## config.mk

```make
export PLATFORM = sky130hd
export DESIGN_NAME = lfsr_seq_ctrl
export DESIGN_NICKNAME = d
export VERILOG_FILES = /design/src/rtl/lfsr_pkg.sv /design/src/rtl/lfsr_core.sv /design/src/rtl/lfsr_seq_ctrl.sv
export SDC_FILE = /design/constraint.sdc
export NUM_CORES = 1
export LEC_CHECK = 0
export ABC_AREA = 1
export ABC_CLOCK_PERIOD_IN_PS = 2000
export CAP_MARGIN = 20
export CELL_PAD_IN_SITES_DETAIL_PLACEMENT = 1
export CELL_PAD_IN_SITES_GLOBAL_PLACEMENT = 1
export CORE_ASPECT_RATIO = 1.2
export CORE_MARGIN = 1
export CORE_UTILIZATION = 40
export CTS_BUF_LIST = sky130_fd_sc_hd__clkbuf_8
export CTS_CLUSTER_DIAMETER = 80
export CTS_CLUSTER_SIZE = 25
export DETAILED_ROUTE_END_ITERATION = 10
export HOLD_SLACK_MARGIN = 0.02
export PLACE_DENSITY = 0.8
export SYNTH_ARGS = -nofsm -noshare
export SYNTH_HDL_FRONTEND = slang
export SYNTH_HIERARCHICAL = 1
export SYNTH_SLANG_ARGS = --single-unit
```

## constraint.sdc

```tcl
create_clock -name clk -period 2 [get_ports clk]
set_input_delay 0.2 -clock clk [delete_from_list [all_inputs] [get_ports clk]]
set_output_delay 0.2 -clock clk [all_outputs]
set_load 0.005 [all_outputs]
```

## src/rtl/lfsr_pkg.sv

```systemverilog
// Shared types and defaults for the LFSR sequencer and its datapath.
package lfsr_pkg;

    typedef enum logic [1:0] {
        IDLE = 2'd0,
        RUN  = 2'd1,
        DONE = 2'd2
    } state_t;

    localparam int         DEFAULT_WIDTH = 7;
    localparam logic [6:0] DEFAULT_TAPS  = 7'b1100000;
    localparam logic [6:0] DEFAULT_SEED  = 7'h7F;

endpackage

```

## src/rtl/lfsr_core.sv

```systemverilog
// Fibonacci LFSR register: shifts toward the MSB with the tap parity entering bit 0.
module lfsr_core #(
    parameter int               WIDTH = 7,
    parameter logic [WIDTH-1:0] TAPS  = 7'b1100000
) (
    input  logic             clk,
    input  logic             rst_n,
    input  logic             load,
    input  logic [WIDTH-1:0] load_val,
    input  logic             step,
    output logic [WIDTH-1:0] state
);

    logic fb;

    assign fb = ^(state & TAPS);

    always_ff @(posedge clk) begin
        if (!rst_n) begin
            state <= '1;
        end else if (load) begin
            state <= load_val;
        end else if (step) begin
            state <= {state[WIDTH-2:0], fb};
        end
    end

endmodule

```

## src/rtl/lfsr_seq_ctrl.sv

```systemverilog
// Sequencer owning an LFSR: runs a fixed number of shifts or measures the period back to the seed.
// Handshake: start is taken only in IDLE; busy is high while running; done pulses once on completion.
module lfsr_seq_ctrl
    import lfsr_pkg::*;
#(
    parameter int               WIDTH = 7,
    parameter logic [WIDTH-1:0] TAPS  = DEFAULT_TAPS,
    parameter int               CNT_W = 16
) (
    input  logic             clk,
    input  logic             rst_n,
    input  logic             start,
    input  logic             mode,
    input  logic             abort,
    input  logic [WIDTH-1:0] seed,
    input  logic [CNT_W-1:0] steps,
    output logic [WIDTH-1:0] saida,
    output logic             valid,
    output logic             busy,
    output logic             done,
    output logic [CNT_W-1:0] period,
    output logic             overflow
);

    state_t           state;
    logic [WIDTH-1:0] seed_q;
    logic [CNT_W-1:0] steps_q;
    logic [CNT_W-1:0] counter;
    logic             mode_q;

    logic             load;
    logic [WIDTH-1:0] load_val;
    logic             step;
    logic             m1_hit;
    logic             m1_sat;

    // Period end is seen one cycle after the returning shift, so done lands in cycle P+2.
    always_comb begin
        load     = (state == IDLE) && start;
        load_val = (seed == '0) ? '1 : seed;
        m1_hit   = (counter != '0) && (saida == seed_q);
        m1_sat   = (counter == '1);
        step     = 1'b0;
        if ((state == RUN) && !abort) begin
            step = mode_q ? !(m1_hit || m1_sat) : (counter != steps_q);
        end
    end

    lfsr_core #(
        .WIDTH (WIDTH),
        .TAPS  (TAPS)
    ) u_core (
        .clk      (clk),
        .rst_n    (rst_n),
        .load     (load),
        .load_val (load_val),
        .step     (step),
        .state    (saida)
    );

    always_ff @(posedge clk) begin
        if (!rst_n) begin
            state    <= IDLE;
            seed_q   <= '1;
            steps_q  <= '0;
            counter  <= '0;
            mode_q   <= 1'b0;
            valid    <= 1'b0;
            busy     <= 1'b0;
            done     <= 1'b0;
            period   <= '0;
            overflow <= 1'b0;
        end else begin
            valid <= step;
            done  <= 1'b0;
            case (state)
                IDLE: begin
                    if (start) begin
                        seed_q   <= load_val;
                        steps_q  <= steps;
                        mode_q   <= mode;
                        counter  <= '0;
                        period   <= '0;
                        overflow <= 1'b0;
                        busy     <= 1'b1;
                        state    <= RUN;
                    end
                end
                RUN: begin
                    if (abort) begin
                        busy  <= 1'b0;
                        state <= IDLE;
                    end else if (step) begin
                        counter <= counter + 1'b1;
                    end else begin
                        busy  <= 1'b0;
                        done  <= 1'b1;
                        state <= DONE;
                        if (!mode_q || m1_hit) begin
                            period <= counter;
                        end else begin
                            period   <= '1;
                            overflow <= 1'b1;
                        end
                    end
                end
                DONE: begin
                    state <= IDLE;
                end
                default: begin
                    state <= IDLE;
                end
            endcase
        end
    end

endmodule
```

==> results.toml <==
[cells_and_area]
drive_above_1_share_pct = 15.7
synthToLayoutAreaGrowth_pct = 31.5
stdcell_count = 758
fin_nets = 663
final_util_pct = 53.9
multi_input_area_sq_um = 1950
n_antenna_cell = 0
seq_area_sq_um = 1400
final_cell_area_sq_um = 4870
fill_cells = 1198

[setup_path]
worstRegToRegCells = 13
cp_max_fo = 13
cp-endpoint = "counter[1]"
r2r_slack_ps = 10
start_kind = "flop"
arrival_ps = 2240
reg2reg_to = "counter[1]"
cp.required_ps = 2250
endpoint_kind = "flop"
critical_path_class = "flop to flop"
r2r-start = "counter[0]"
crit_start = "counter[0]"

[clocking]
cts_hold_buf = 0
cts_sinks = 69
cts_root_buf = "clkbuf_8"
clkTransAtPathRegs_ps = 80
cts_tree = "yes"
h-tree-depth = 3
cts_buffers = 9
clock_latency_ps = 350
cts_buffer_depth = 2

[detailed_routing]
drtPass1Iterations = 7
drtIter0Drc = 152
remaining_drc_errors = 1
ant_nets = 0
post_drt_wl_per_cell_microns = 15.5
vias = 3868
vias_per_cell = 5.10
wl_mm = 11.8

[yosys]
synthCells = 554
avgSynthCellArea_sq_um = 6.68
syn_area_sq_um = 3700
yosysTopAreaCell = "dfxtp_1"
synthesis.nets = 584
synth_cell_types = 28
synth_ff_type = "dfxtp_1"
ys_seq_area_share_pct = 37.3
yosys_warnings = 6
synth_common_cells = "132 x nand2_1, 78 x inv_1, 75 x a21oi_1"
synth_edf_count = 0
ys_top_cells_by_area = "dfxtp_1 37%, nand2_1 13%, a21oi_1 10%"
ys_async_sr_fraction_pct = 0
ys_seq_elements = 69
synthMostInstantiatedCell = "nand2_1"
netlist.area_leader.share_pct = 37.3

[run_status]
violations = "DRC"
status = "finished, violations left"

[sta]
slew_violations = 0
setup_viol_count_final = 0
max_freq_mhz = 504
clock_skew_ps = 7.95
finalSetupTns_ps = 0
min_period_ps = 1990
timing.slew.headroom_pct = 62.0
timing_hold_violations_final = 0
tightest_slew_ps = 570
period_share_pct = 99.3

[floorplanning]
floorplan.die_area_sq_um = 9640
die_w_microns = 89.8
die_h_microns = 107
initial_core_util_pct = 41.0
core_sq_um = 9030
rows = 38
ioPinCount = 55

[global_routing]
grt_max_degree = 39
antenna_found_initial = 0
grt_pass1_vias = 3872
grt_pass1_wl_mm = 18.6
grt_usage_pct = 24.3
gr-total-overflow = 0

[placed_design]
dpl.cell_count = 736
detailed_place.area_sq_um = 4500
place_congestion = 0.862
dp_hpwl_mm = 8.20
numPortBuffers = 54

[power]
p_leak_nw = 2.15
power_density_nw_per_um2 = 729
p_total_mw = 3.55
irDropWorstVdd_mv = 0.465

[job]
drv_cap = 0

[worst_hold_path]
hold_path.class = "input port to flop"
holdPathStages = 3
-- repair_timing --
item                       CTS  global route
setup buffers                0             5
setup endpoints to repair   33            41
resized for setup            2            32
cloned                       0             1
pin swaps                    0             4
-- layout make-up --
type / instances / area share (%)
clock buffer: 11 / 3.11
clock inverter: 5 / 1.52
inverter: 83 / 6.61
multi-input combinational: 381 / 40.1
sequential: 69 / 28.7
tap: 120 / 3.09
timing repair buffer: 89 / 16.8
-- flip-flops by register name, indices dropped and copies added, names as in the netlist --
register,flops
busy,1
counter,16
done,1
mode_q,1
overflow,1
period,16
seed_q,7
state,2
steps_q,16
u_core/state,7
valid,1
-- critical path: stages, from the launching register on --
cell and delay, ps:
dfxtp_4 380, inv_4 70, ha_2 170, nand3_1 90, nor2_2 110, nand2_1 80
nand3_2 100, nand3_2 90, nand2_4 100, nand2_8 100, buf_6 210, nor2_1 220
nand2_1 100, o31ai_1 90
-- worst min path at each step --
stage / from / end / slack, ps
after global placement: overflow / overflow / 450
after detailed placement: overflow / overflow / 460
after floorplan: rst_n / u_core/state[0] / 340
after global routing: steps[3] / steps_q[3] / 490
final: steps[3] / steps_q[3] / 470
after CTS: steps[3] / steps_q[3] / 450
-- routing by layer --
metal,vias up,track usage [%],wire length [microns]
met3,23,2.97,412
li1,1919,-,-
met1,1840,28.1,5090
met4,0,11.9,256
met5,-,0,0
met2,86,44.3,5990
-- metrics by stage --
stage	hold WS, ps	worst slack (ps)
2_1_floorplan	342	248
3_3_place_gp	448	-79.5
3_5_place_dp	458	-112
4_1_cts	449	-74.4
5_1_grt	487	-84.2
6_report	468	14.1
-- placed cells by master (no fill, tap or decap), drive strengths merged --
master	synthesis	routed
nand3	52	52
bufinv	0	2
clkbuf	12	11
buf	10	35
o31ai	1	1
nor2	58	58
clkdlybuf4s50	0	54
ha	2	2
inv	81	82
xor2	12	12
xnor2	4	4
o22ai	7	7
a21oi	75	75
o21ai	19	19
nand2	137	138
clkinv	2	4
nor4	4	4
nor3	6	6
nand4	3	3
dfxtp	69	69
-- power breakdown --
part	internal, mW	switching, mW	total, mW
clock network	0.762	0.548	1.31
registers	1.47	0.0705	1.54
logic	0.316	0.384	0.700
-- cell families (layout without fill, tap and decap cells) --
family	Yosys count	after routing	synth area share, %
DFF	69	69	37.3
xor gates and xnor gates	16	16	3.79
adders and majority gates	2	2	0.676
and+or+nand+nor	260	261	32.1
AOI/OAI and AO/OA	102	102	14.1
buffers and inverters	105	188	12.0
Power figures use the tool's default switching activity.
